--- src/rtl/uart_tx_fifo.sv ---
// Memory-mapped 8N1 UART transmitter with a circular byte FIFO.
// TXDATA pushes bytes into the FIFO, and STATUS reports full/empty/busy/ovf/count.
module uart_tx_fifo #(
  parameter int CLK_HZ = 25000000,
  parameter int BAUD   = 115200,
  parameter int DEPTH  = 16
) (
  input  logic        clk,
  input  logic        rst_n,
  input  logic        we,
  input  logic        re,
  input  logic        addr,
  input  logic [31:0] wdata,
  output logic [31:0] rdata,
  output logic        uart_tx
);

  localparam int DIV = CLK_HZ / BAUD;
  localparam int AW  = $clog2(DEPTH);
  localparam int CW  = $clog2(DIV);

  typedef enum logic [1:0] {IDLE, START, DATA, STOP} state_t;

  state_t          state_reg, state_next;
  logic [CW-1:0]   baud_reg, baud_next;
  logic [2:0]      idx_reg, idx_next;
  logic [AW:0]     wr_ptr_reg, rd_ptr_reg;
  logic [7:0]      shift_reg;
  logic            tx_reg, tx_next;
  logic            ovf_reg;
  logic [31:0]     rdata_reg;
  logic [7:0]      mem [DEPTH];

  logic            full, empty, busy, bit_end;
  logic            push, push_drop, ovf_clr, pop, shift_en;
  logic [AW:0]     count;
  logic [8:0]      count_ext;
  logic [31:0]     status;
  logic            unused_bits;

  assign full    = (wr_ptr_reg[AW] != rd_ptr_reg[AW]) &&
                   (wr_ptr_reg[AW-1:0] == rd_ptr_reg[AW-1:0]);
  assign empty   = (wr_ptr_reg == rd_ptr_reg);
  assign count   = wr_ptr_reg - rd_ptr_reg;
  assign count_ext = 9'(count);
  assign busy    = (state_reg != IDLE) || !empty;
  assign bit_end = (baud_reg == CW'(DIV - 1));

  // Push acceptance is decided on the pre-edge full flag, so a push that
  // coincides with a pop on a full FIFO is dropped.
  assign push      = we && !addr && !full;
  assign push_drop = we && !addr && full;
  assign ovf_clr   = we && addr && wdata[3];

  assign unused_bits = ^{wdata[31:8], count_ext[8]};

  always_comb begin
    status        = '0;
    status[0]     = full;
    status[1]     = empty;
    status[2]     = busy;
    status[3]     = ovf_reg;
    status[15:8]  = count_ext[7:0];
  end

  always_comb begin
    state_next = state_reg;
    baud_next  = baud_reg;
    idx_next   = idx_reg;
    pop        = 1'b0;
    shift_en   = 1'b0;
    case (state_reg)
      IDLE: begin
        if (!empty) begin
          pop        = 1'b1;
          state_next = START;
          baud_next  = '0;
        end
      end
      START: begin
        if (bit_end) begin
          state_next = DATA;
          idx_next   = 3'd0;
          baud_next  = '0;
        end else begin
          baud_next = baud_reg + CW'(1);
        end
      end
      DATA: begin
        if (bit_end) begin
          shift_en  = 1'b1;
          baud_next = '0;
          idx_next  = idx_reg + 3'd1;
          if (idx_reg == 3'd7) state_next = STOP;
        end else begin
          baud_next = baud_reg + CW'(1);
        end
      end
      STOP: begin
        if (bit_end) begin
          baud_next = '0;
          // Chain straight into the next start bit so frames abut.
          if (!empty) begin
            pop        = 1'b1;
            state_next = START;
          end else begin
            state_next = IDLE;
          end
        end else begin
          baud_next = baud_reg + CW'(1);
        end
      end
      default: state_next = IDLE;
    endcase
  end

  // The line is registered from the current state, so it trails the FSM by one cycle.
  always_comb begin
    tx_next = 1'b1;
    case (state_reg)
      START:   tx_next = 1'b0;
      DATA:    tx_next = shift_reg[0];
      default: tx_next = 1'b1;
    endcase
  end

  always_ff @(posedge clk) begin
    if (!rst_n) begin
      state_reg <= IDLE;
      baud_reg  <= '0;
      idx_reg   <= 3'd0;
      tx_reg    <= 1'b1;
    end else begin
      state_reg <= state_next;
      baud_reg  <= baud_next;
      idx_reg   <= idx_next;
      tx_reg    <= tx_next;
    end
  end

  always_ff @(posedge clk) begin
    if (!rst_n) begin
      wr_ptr_reg <= '0;
      rd_ptr_reg <= '0;
    end else begin
      if (push) wr_ptr_reg <= wr_ptr_reg + (AW+1)'(1);
      if (pop)  rd_ptr_reg <= rd_ptr_reg + (AW+1)'(1);
    end
  end

  always_ff @(posedge clk) begin
    if (push) mem[wr_ptr_reg[AW-1:0]] <= wdata[7:0];
  end

  // The shift register doubles as the registered read port of the FIFO array.
  always_ff @(posedge clk) begin
    if (!rst_n) begin
      shift_reg <= 8'h00;
    end else if (pop) begin
      shift_reg <= mem[rd_ptr_reg[AW-1:0]];
    end else if (shift_en) begin
      shift_reg <= {1'b0, shift_reg[7:1]};
    end
  end

  always_ff @(posedge clk) begin
    if (!rst_n) begin
      ovf_reg <= 1'b0;
    end else if (push_drop) begin
      ovf_reg <= 1'b1;
    end else if (ovf_clr) begin
      ovf_reg <= 1'b0;
    end
  end

  always_ff @(posedge clk) begin
    if (!rst_n) begin
      rdata_reg <= '0;
    end else if (re) begin
      rdata_reg <= addr ? status : 32'h0;
    end
  end

  assign rdata   = rdata_reg;
  assign uart_tx = tx_reg;

endmodule

--- config.mk ---
export PLATFORM = sky130hd
export DESIGN_NAME = uart_tx_fifo
export DESIGN_NICKNAME = d
export VERILOG_FILES = /design/src/rtl/uart_tx_fifo.sv
export SDC_FILE = /design/constraint.sdc
export NUM_CORES = 1
export LEC_CHECK = 0
export ABC_AREA = 1
export ABC_CLOCK_PERIOD_IN_PS = 5200
export BUFFER_PORTS_ARGS = -buffer_cell sky130_fd_sc_hd__buf_2
export CORE_ASPECT_RATIO = 1.2
export CORE_MARGIN = 2
export CORE_UTILIZATION = 45
export CTS_BUF_LIST = sky130_fd_sc_hd__clkbuf_2 sky130_fd_sc_hd__clkbuf_4 sky130_fd_sc_hd__clkbuf_8
export CTS_CLUSTER_DIAMETER = 150
export CTS_CLUSTER_SIZE = 10
export DETAILED_ROUTE_END_ITERATION = 16
export GPL_TIMING_DRIVEN = 1
export PLACE_DENSITY = 0.69
export SETUP_SLACK_MARGIN = 0.1
export SYNTH_ARGS = -nofsm -noshare
export SYNTH_HDL_FRONTEND = slang
export SYNTH_SLANG_ARGS = --single-unit
--- constraint.sdc ---
create_clock -name clk -period 5.2 [get_ports clk]
set_input_delay 0.26 -clock clk [delete_from_list [all_inputs] [get_ports clk]]
set_output_delay 0.26 -clock clk [all_outputs]
set_load 0.02 [all_outputs]
==> summary.txt, run 1 <==
Setup path
  – Critical path origin: wr_ptr_reg[0]
  – Worst Path Required: between 5 and 6 ns
  – Worst R2R Setup Slack: approximately 2.6 ns
  – Buf/Inv on CP: 2
  – Cell count of the worst reg-to-reg path: 9
  – Worst Setup Start Kind: flip-flop
  – CP Max Fanout: 8
  – Largest delay share family, worst path: simple AND/OR/NAND/NOR gates
  – Crit path cell chain: inv_1 -> ha_1 -> nand2_1 -> nor2_1 -> nand2_1 -> nand2_1 -> inv_1 -> nand2_1 -> nor2_1
  – Critical path depth in cells: 9
  – Highest-delay cell along the critical path: nor2_1
  – Critical path type: reg -> reg
  – Setup crit end: mem[12][5]
  – Crit-path most repeated cell: nand2_1
  – R2r startpoint: wr_ptr_reg[0]
  – R2R Path End: mem[12][5]
  – Crit path DAT: between 2 and 3 ns
  – Worst setup EP type: flip-flop
  – CP max stage delay: between 0.6 and 0.7 ns

Die
  – Boundary pin count: 70
  – Initial Utilization: around 46%
  – Die width: ~120 um
  – Full die area: between 15000 and 20000 sq um
  – Die Y: roughly 150 um
  – Core footprint: around 17000 sq um
  – FP Rows: 52

Flow run
  – Max_cap viols: 0

Timing
  – Final setup violation count: 0
  – RSZ-0062 raised after global routing: no
  – Worst relative slew slack: 27.69%
  – Final Cycle Share: a little over 50%
  – Fmax: between 300 and 400 MHz
  – Fin Setup TNS: 0 ns
  – Final Hold Viols: 0
  – Slack of the critical path: ~2.6 ns
  – Worst Tran Pin Value: around 1.1 ns
  – Skew final: ~0.013 ns
  – Slew Limit Fails: 0
  – Min Tclk post-route: 2.618 ns

Detailed routing
  – Via density per instance: 5.141
  – Drt total wl: 15900 um
  – Final ANT Viol Nets: 0
  – First-pass iteration count of the detailed router: 5
  – DRC: 0
  – Initial DRC count: about 480
  – Routed len/inst: between 15 and 20 um
  – DR vias: around 5300

Layout
  – # nets final: 850
  – Area grow syn2layout: 6.961%
  – Max reg flops: 128
  – Layout cell share with drive strength beyond 1: a little over a tenth
  – # diodes: 0

Global routing
  – GRT Overall Usage: 18.55%
  – Initial antenna violation count: 0
  – First-pass GRT wire length: ~25000 um
  – Vias in the first global route: approximately 5000
  – Largest net degree at the start of global routing: 65
  – Aggregate global routing overflow: 0

Power and ir drop
  – Leakage: 3.182 nW
  – Combinational group share of total power: between 20% and 30%
  – Worst VDD drop: 0.3420 mV
  – Sw Share: 35.28%
  – Psw: between 1 and 1.5 mW
  – Internal power: roughly 2.2 mW
  – Power share of the sequential group: between 40% and 50%
  – Cell Pwr Density: just over 400 nW/um^2
  – Total Power: 3.394 mW
  – Clock power frac: a little over a quarter

Clocking
  – Setup bufs post-CTS: 0
  – Root Buffer Master: clkbuf_8
  – Clk_lat worst skew: approximately 0.47 ns
  – TritonCTS clock tree: done
  – Clock Sinks: around 170
  – Cts hold-fix bufs: 0
  – Htree depth: 4
  – Clk slew on worst S/H paths: about 0.090 ns
  – Cts bufs inserted: 17
  – Clock Path Buffers: 2
  – CTS resizes: 0

Synthesis
  – YS warnings: 0
  – Post-synthesis sequential area ratio: 61.07%
  – Distinct cells, synth: 39
  – Ys async rst share: 0%
  – Gate Count Post-Synth: just under 800
  – Synth Flop Type: edfxtp_1
  – #FFs+latches synth: between 150 and 200
  – Synthesized area: roughly 8000 sq um
  – Number of synthesized flops with an enable pin: approximately 130
  – Post-Syn Area per Cell: roughly 10 sq um

Hold path
  – Hold_sp: addr
  – Worst hold path type: in -> reg

Placed design
  – Place WS: 2.558 ns
  – Post-DP HPWL: roughly 9900 um
  – RePlAce Congestion: between 0.8 and 0.9
  – Number of port buffers: 22

Outcome
  – Status: finished, final reports clean
## how the worst min path moves through the flow
stage | cells past startpoint | endpoint | slack (ns)
6_report | 4 | ovf_reg | 0.1
5_1_grt | 4 | ovf_reg | 0.08
4_1_cts | 4 | ovf_reg | 0.07
3_5_place_dp | 2 | rdata[9] | 0.46
3_3_place_gp | 2 | rdata[9] | 0.45
2_1_floorplan | 0 | mem[0][0] | 0.36
## routing by layer
metal	vias up	track usage (%)	wire, um
met4	0	8.652	524
li1	2595	-	-
met5	-	0	0
met2	153	30.55	7939
met3	42	4.601	757
met1	2469	22.77	6673
## final cells by class
type,count,area (sq um)
Fill cell,1562,8572
Sequential cell,174,4766
Multi-Input combinational cell,514,2571
Tap cell,216,270.3
Clock buffer,17,234.0
Inverter,62,232.7
Clock inverter,15,137.6
Timing Repair Buffer,25,132.6
## Yosys cell counts, types with 3 or more instances
master | instances | area share [%]
ha_1 | 18 | 2.9
nand2_4 | 4 | 0.58
o22ai_1 | 4 | 0.32
o21ai_1 | 3 | 0.19
clkbuf_1 | 19 | 0.91
inv_2 | 3 | 0.14
nand2_1 | 174 | 8.4
edfxtp_1 | 128 | 49
o21ai_0 | 49 | 3.1
buf_2 | 9 | 0.58
nand3_2 | 6 | 0.77
xor2_1 | 3 | 0.34
a21oi_1 | 40 | 2.6
buf_4 | 23 | 2.2
o211ai_1 | 12 | 1.2
dfxtp_1 | 46 | 12
inv_1 | 58 | 2.8
nand3_1 | 64 | 4.1
nor2_1 | 91 | 4.4
or2_2 | 3 | 0.24
## stage by stage
step	cell area, sq um	std cells	util, %	hold slack (ns)
2_1_floorplan	7884	803	-	0.3589
4_1_cts	8344	1023	49.33	0.07463
5_1_grt	8344	1023	49.33	0.08327
6_report	8344	1023	49.33	0.09742
3_3_place_gp	7973	991	47.13	0.4516
3_5_place_dp	7973	991	47.13	0.4552
## worst min-delay path, stage by stage
cell	delay, ns
buf_2	0.10
nor2_1	0.05
nand2_1	0.06
a21oi_1	0.05
## cells in the final DEF, fill, tap and decap left out, types with 4 or more instances in the layout
cell and instances:
nand2_1 174, edfxtp_1 128, nor2_1 91, nand3_1 64, inv_1 58, o21ai_0 49, dfxtp_1 45, a21oi_1 40
conb_1 23, buf_2 22, ha_1 18, clkbuf_8 17, o211ai_1 12, nand3_2 6, nand2_4 4, o22ai_1 4
clkinvlp_4 4
## power by group through the flow
stage / registers (mW) / logic, mW / clock network (mW)
after detailed placement: 1.61 / 0.935 / 0
final: 1.58 / 0.929 / 0.886
after global routing: 1.58 / 1.05 / 0.955
after global placement: 1.61 / 0.926 / 0
after floorplan: 1.61 / 0.722 / 0
after CTS: 1.58 / 0.936 / 0.894
## cell families (layout without fill, tap and decap cells)
family	Yosys count	in the layout	synth area share, %
AOI/OAI and AO/OA	114	114	8.148
xor gates and xnor gates	5	5	0.6577
adders and majority gates	19	19	3.144
buffers and inverters	115	119	7.025
DFF	174	174	61.07
other	1	23	0.04807
and+or+nand+nor	353	353	19.90
No activity file was read; power rests on OpenSTA's default activity.
==> inputs of run 2 (changes only) <==
Settings changed: ABC_CLOCK_PERIOD_IN_PS 5200 to 2700.
Clock period 5.2 ns to 2.7 ns, I/O delays scaled along.
==> run 2 against run 1 <==
Register-to-register slack got worse by 2.4 ns. Cell area up 1.9%. Sequential share of layout area decreased by 1.1 points. Die area stayed put. Final cell count increased by 1.2%. Critical path type unchanged. Largest power group unchanged.
==> summary.txt, run 2 (synthesis results as in run 1) <==
Setup path
  – Largest delay share family, worst path: simple AND/OR/NAND/NOR gates
  – Highest-delay cell along the critical path: nor2_1
  – CP max stage delay: 0.67 ns (about the same)
  – R2r startpoint: wr_ptr_reg[0]
  – Worst Setup Start Kind: flip-flop
  – Cell count of the worst reg-to-reg path: 9 (unchanged)
  – Worst Path Required: 2.80 ns (-2.49 ns)
  – Critical path depth in cells: 9 (unchanged)
  – Critical path type: reg -> reg
  – R2R Path End: mem[13][5]
  – Crit path DAT: 2.58 ns (-0.13 ns)
  – Crit path cell chain: inv_1 -> ha_1 -> nand2_1 -> nor2_1 -> nand2_1 -> nand2_1 -> inv_1 -> nand2_1 -> nor2_1
  – Buf/Inv on CP: 2 (unchanged)
  – Crit-path most repeated cell: nand2_1
  – Worst R2R Setup Slack: 0.22 ns (-2.36 ns)
  – Worst setup EP type: flip-flop
  – CP Max Fanout: 8 (unchanged)

Detailed routing
  – Initial DRC count: 491 (+2.7%)
  – Drt total wl: 16270 um (+2.4%)
  – DRC: 0 (unchanged)
  – DR vias: 5241 (-0.34%)
  – First-pass iteration count of the detailed router: 5 (unchanged)
  – Final ANT Viol Nets: 0 (unchanged)
  – Routed len/inst: 15.72 um (+1.2%)
  – Via density per instance: 5.064 (-1.5%)

Clocking
  – Htree depth: 4 (unchanged)
  – Root Buffer Master: clkbuf_8
  – Clk_lat worst skew: 0.48 ns (about the same)
  – TritonCTS clock tree: done
  – Clk slew on worst S/H paths: 0.10 ns (about the same)
  – Setup bufs post-CTS: 0 (unchanged)
  – Clock Path Buffers: 2 (unchanged)
  – Clock Sinks: 174 (unchanged)
  – Cts bufs inserted: 17 (unchanged)

Placed design
  – Area of placed instances: 8040 sq um (+0.85%)
  – Post-DP HPWL: 10330 um (+4.5%)
  – Number of port buffers: 22 (unchanged)
  – RePlAce Congestion: 0.8182 (+0.86%)

Timing
  – Min Tclk post-route: 2.481 ns (-0.1363 ns)
  – Fin Setup TNS: 0 ns (unchanged)
  – Fmax: 403.0 MHz (+5.5%)
  – Slew Limit Fails: 0 (unchanged)
  – Worst relative slew slack: 42.99% (+15 points)
  – Final Cycle Share: 91.90% (+42 points)
  – Worst Tran Pin Value: 0.8542 ns (-0.2290 ns)
  – Skew final: 0.01751 ns (+0.004740 ns)
  – Final setup violation count: 0 (unchanged)
  – Final Hold Viols: 0 (unchanged)
  – Hold_ws: 0.05797 ns (-0.03945 ns)
  – RSZ-0062 raised after global routing: yes

Global routing
  – GRT Overall Usage: 18.99% (+0.44 points)
  – Vias in the first global route: 4980 (-1.3%)
  – Aggregate global routing overflow: 0 (unchanged)
  – Largest net degree at the start of global routing: 65 (unchanged)
  – Initial antenna violation count: 0 (unchanged)
  – First-pass GRT wire length: 25850 um (+2.0%)

Power and ir drop
  – Cell Pwr Density: 793.7 nW/um^2 (+95%)
  – Combinational group share of total power: 27.3% (about the same)
  – Internal power: 4.307 mW (+96%)
  – Total Power: 6.749 mW (+99%)
  – Leakage: 3.277 nW (+3.0%)
  – Sw Share: 36.19% (+0.90 points)
  – Worst VDD drop: 0.7493 mV (+120%)
  – Psw: 2.442 mW (+100%)
  – Power share of the sequential group: 45.1% (-1.4 points)
  – Clock power frac: 27.6% (+1.5 points)

Layout
  – Max reg flops: 128 (unchanged)
  – Area grow syn2layout: 8.998%
  – FILL cells: 1526 (-2.3%)
  – Layout cell share with drive strength beyond 1: 12.33% (+1.6 points)
  – Final Cell Area: 8503 sq um (+1.9%)
  – Most frequent cells in the layout: 174 x nand2_1, 128 x edfxtp_1, 87 x nor2_1
  – Commonest non-fill, non-tap cell in the layout: nand2_1
  – # diodes: 0 (unchanged)
  – # nets final: 862 (+1.4%)

Hold path
  – Worst hold path type: in -> reg
  – Hold path endpoint: mem[9][7]
  – Hold_sp: wdata[7]
  – Hold path depth: 1 (-3)

Die
  – FP Rows: 52 (unchanged)
  – Initial Utilization: 46.12% (unchanged)
  – Core footprint: 16920 sq um (unchanged)
  – Die Y: 148.2 um (unchanged)
  – Full die area: 18410 sq um (unchanged)
  – Boundary pin count: 70 (unchanged)
  – Die width: 124.2 um (unchanged)

Outcome
  – Status: finished, final reports clean

Flow run
  – Max_cap viols: 0 (unchanged)
## run 2: changes by cell type in the layout (fill, tap and decap cells not counted), moves of 4 or more
cell and delta:
buf_4 +9, inv_8 +6, clkinvlp_4 -4, nor2_1 -4
nor2_2 +4
## run 2: per-stage QoR
step / instances / setup slack (ns) / utilization (%)
global placement: 1000 / 0.3082 / 47.53
CTS: 1035 / 0.2200 / 50.21
floorplan: 803 / 0.6808 / -
global route: 1035 / 0.0008067 / 50.27
detailed placement: 1000 / 0.2505 / 47.53
finish: 1035 / 0.2188 / 50.27
## run 2: worst max-delay path by stage
stage | start | to | slack, ns
finish | wr_ptr_reg[0] | mem[13][5] | 0.22
global route | wr_ptr_reg[0] | mem[13][5] | 0.0008
CTS | wr_ptr_reg[0] | mem[13][6] | 0.22
detailed placement | wr_ptr_reg[0] | mem[13][6] | 0.25
global placement | wr_ptr_reg[0] | mem[12][6] | 0.31
floorplan | rd_ptr_reg[2] | mem[11][0] | 0.68
## run 2: power by group through the flow
stage / clock network [mW] / logic (mW) / registers (mW)
after floorplan: 0 / 1.39 / 3.11
after global placement: 0 / 1.82 / 3.10
after detailed placement: 0 / 1.83 / 3.10
after CTS: 1.89 / 1.85 / 3.04
after global routing: 2.00 / 2.08 / 3.06
final: 1.87 / 1.84 / 3.04
## run 2: metal layers
metal / vias up / track usage, % / routed length, um
li1: 2626 / - / -
met1: 2437 / 23.49 / 6724
met2: 146 / 32.68 / 8345
met3: 32 / 4.448 / 848
met4: 0 / 5.955 / 354
met5: - / 0 / 0
## run 2: final cells by class
class,count,area (sq um),share of cell area [%]
sequential,174,4766,56.05
multi-input combinational,514,2581,30.36
tap,216,270.3,3.178
clock buffer,17,234.0,2.752
inverter,62,232.7,2.737
timing repair buffer,37,230.2,2.707
clock inverter,15,188.9,2.222
## run 2: repair_timing
item / in CTS / in global routing
endpoints found under the hold margin: 1 / 0
hold buffers: 3 / 0
setup endpoints to repair: 0 / 45
gates resized for setup: 0 / 4
==> inputs of run 3 (changes only) <==
Settings changed: MAX_ROUTING_LAYER from default to met4, PLACE_DENSITY 0.69 to default.
==> run 3 against run 2 <==
Power fell by 2.1%. Sequential power is essentially flat. Largest cell class unchanged. Clock skew is 0.00070 ns lower. First-iteration DRC count decreased by 22%. Non-clock buffer count shrank 4. Via count rose by 2.2%. Clock power fell by 8%. Hold slack worse by 0.011 ns. Flip-flop and latch count stayed put. Maximum frequency decreased by 1.6%. Clock-buffer cell count rose by 1. Die area unchanged.
==> summary.txt, run 3 (synthesis results as in run 1) <==
Global routing
  – GRT Overall Usage: 20.41% (+1.4 points)
  – Vias in the first global route: 5271 (+5.8%)
  – Largest net degree at the start of global routing: 65 (unchanged)
  – First-pass GRT wire length: 27390 um (+6.0%)
  – Initial antenna violation count: 0 (unchanged)
  – Aggregate global routing overflow: 0 (unchanged)

Placed design
  – Area of placed instances: 8030 sq um (-0.12%)
  – Number of port buffers: 22 (unchanged)
  – RePlAce Congestion: 0.9213 (+13%)
  – Post-DP HPWL: 11680 um (+13%)

Detailed routing
  – Final ANT Viol Nets: 0 (unchanged)
  – DR vias: 5354 (+2.2%)
  – Via density per instance: 5.193 (+2.6%)
  – First-pass iteration count of the detailed router: 5 (unchanged)
  – Initial DRC count: 385 (-22%)
  – Drt total wl: 17210 um (+5.7%)
  – DRC: 0 (unchanged)
  – Routed len/inst: 16.69 um (+6.1%)

Clocking
  – Clk slew on worst S/H paths: 0.10 ns (about the same)
  – Htree depth: 4 (unchanged)
  – Cts bufs inserted: 17 (unchanged)
  – Setup bufs post-CTS: 0 (unchanged)
  – Clock Sinks: 174 (unchanged)
  – Clk_lat worst skew: 0.46 ns (-0.02 ns)
  – Clock Path Buffers: 2 (unchanged)
  – TritonCTS clock tree: done
  – Root Buffer Master: clkbuf_8

Layout
  – # nets final: 858 (-0.46%)
  – Area grow syn2layout: 8.228%
  – Most frequent cells in the layout: 174 x nand2_1, 128 x edfxtp_1, 82 x nor2_1
  – Layout cell share with drive strength beyond 1: 12.27% (-0.062 points)
  – Final Cell Area: 8443 sq um (-0.71%)
  – # diodes: 0 (unchanged)
  – Commonest non-fill, non-tap cell in the layout: nand2_1
  – Max reg flops: 128 (unchanged)

Hold path
  – Hold_sp: we
  – Worst hold path type: in -> reg
  – Hold path depth: 5 (+4)
  – Hold path endpoint: ovf_reg

Timing
  – Min Tclk post-route: 2.521 ns (+0.03981 ns)
  – Final setup violation count: 0 (unchanged)
  – Fmax: 396.7 MHz (-1.6%)
  – Skew final: 0.01681 ns (-0.0006996 ns)
  – Final Cycle Share: 93.37% (+1.5 points)
  – Final Hold Viols: 0 (unchanged)
  – Fin Setup TNS: 0 ns (unchanged)
  – Slew Limit Fails: 0 (unchanged)
  – Worst Tran Pin Value: 0.9456 ns (+0.09144 ns)
  – Worst relative slew slack: 36.73% (-6.3 points)
  – RSZ-0062 raised after global routing: yes

Power and ir drop
  – Combinational group share of total power: 27.9% (+0.6 points)
  – Internal power: 4.347 mW (+0.94%)
  – Power share of the sequential group: 46.0% (+0.9 points)
  – Worst VDD drop: 0.3294 mV (-56%)
  – Leakage: 3.249 nW (-0.85%)
  – Sw Share: 34.19% (-2.0 points)
  – Psw: 2.259 mW (-7.5%)
  – Clock power frac: 26.1% (-1.5 points)
  – Cell Pwr Density: 782.4 nW/um^2 (-1.4%)

Setup path
  – Critical path type: reg -> reg
  – Worst Path Required: 2.79 ns (about the same)
  – Worst Setup Start Kind: flip-flop
  – Crit path DAT: 2.61 ns (+0.03 ns)
  – CP Max Fanout: 8 (unchanged)
  – Cell count of the worst reg-to-reg path: 9 (unchanged)
  – Worst setup EP type: flip-flop
  – R2r startpoint: rd_ptr_reg[2]
  – R2R Path End: mem[4][4]
  – Worst R2R Setup Slack: 0.18 ns (-0.04 ns)

Die
  – FP Rows: 52 (unchanged)
  – Die width: 124.2 um (unchanged)
  – Full die area: 18410 sq um (unchanged)
  – Die Y: 148.2 um (unchanged)
  – Core footprint: 16920 sq um (unchanged)
  – Initial Utilization: 46.12% (unchanged)
  – Boundary pin count: 70 (unchanged)

Outcome
  – Status: finished, final reports clean

Flow run
  – Max_cap viols: 0 (unchanged)
## run 3: cell count changes in the layout (fill, tap and decap cells not counted), moves of 2 or more
| cell | before | now |
|---|---|---|
| nor2_2 | 5 | 10 |
| clkinv_8 | 3 | 0 |
| inv_8 | 7 | 0 |
| buf_4 | 12 | 8 |
| nor2_1 | 87 | 82 |
| inv_1 | 58 | 61 |
| clkinv_2 | 1 | 4 |
| inv_4 | 0 | 2 |
## run 3: area by class of cell
cell class                      count  area (sq um)
Fill cell                        1571          8473
Sequential cell                   174          4766
Multi-Input combinational cell    514          2594
Tap cell                          216         270.3
Clock buffer                       18         241.5
Inverter                           62         232.7
Timing Repair Buffer               33         210.2
Clock inverter                     14         128.9
## run 3: repair_timing
| action | in CTS | in global routing |
|---|---|---|
| hold buffers | 2 | 0 |
| endpoints found under the setup margin | 0 | 105 |
| endpoints found under the hold margin | 1 | 0 |
| gates resized for setup | 0 | 9 |
## run 3: worst max-delay path, cell delays in order, from the launching register on
cell	delay, ns
dfxtp_1	0.38
inv_1	0.09
ha_1	0.35
nand2_1	0.09
nor2_1	0.07
nand2_1	0.09
nand2_1	0.14
inv_1	0.15
nand2_1	0.20
nor2_1	0.58
## run 3: how the worst max path moves through the flow
stage	end	startpoint	slack, ns	cells after the start
2_1_floorplan	mem[11][0]	rd_ptr_reg[2]	0.68	9
5_1_grt	mem[8][3]	rd_ptr_reg[2]	-0.09	9
4_1_cts	mem[8][5]	rd_ptr_reg[2]	0.17	9
3_5_place_dp	mem[4][1]	rd_ptr_reg[2]	0.20	9
6_report	mem[4][4]	rd_ptr_reg[2]	0.18	9
3_3_place_gp	mem[8][6]	rd_ptr_reg[2]	0.27	9
## run 3: layer usage
layer	share of wire [%]	vias to the layer above	track usage, %
li1	-	2614	-
met1	43	2606	24.99
met2	51	116	33.63
met3	3.9	18	4.755
met4	1.6	0	5.955
met5	0	-	-
## run 3: per-stage QoR
stage / power (mW) / utilization, % / cells / hold WS [ns] / setup slack, ns
finish: 6.606 / 49.91 / 1031 / 0.04730 / 0.1790
global route: 7.005 / 49.91 / 1031 / 0.04145 / -0.08729
CTS: 6.642 / 49.78 / 1031 / 0.008491 / 0.1694
detailed placement: 4.931 / 47.47 / 997 / 0.4551 / 0.2015
global placement: 4.890 / 47.47 / 997 / 0.4497 / 0.2748
floorplan: 4.499 / - / 803 / 0.2339 / 0.6808
## run 3: power groups by stage
stage | Clock [mW] | Sequential (mW) | Combinational [mW]
after CTS | 1.76 | 3.04 | 1.85
after detailed placement | 0 | 3.10 | 1.83
after global routing | 1.88 | 3.05 | 2.07
final | 1.72 | 3.04 | 1.84
after global placement | 0 | 3.09 | 1.80
after floorplan | 0 | 3.11 | 1.39
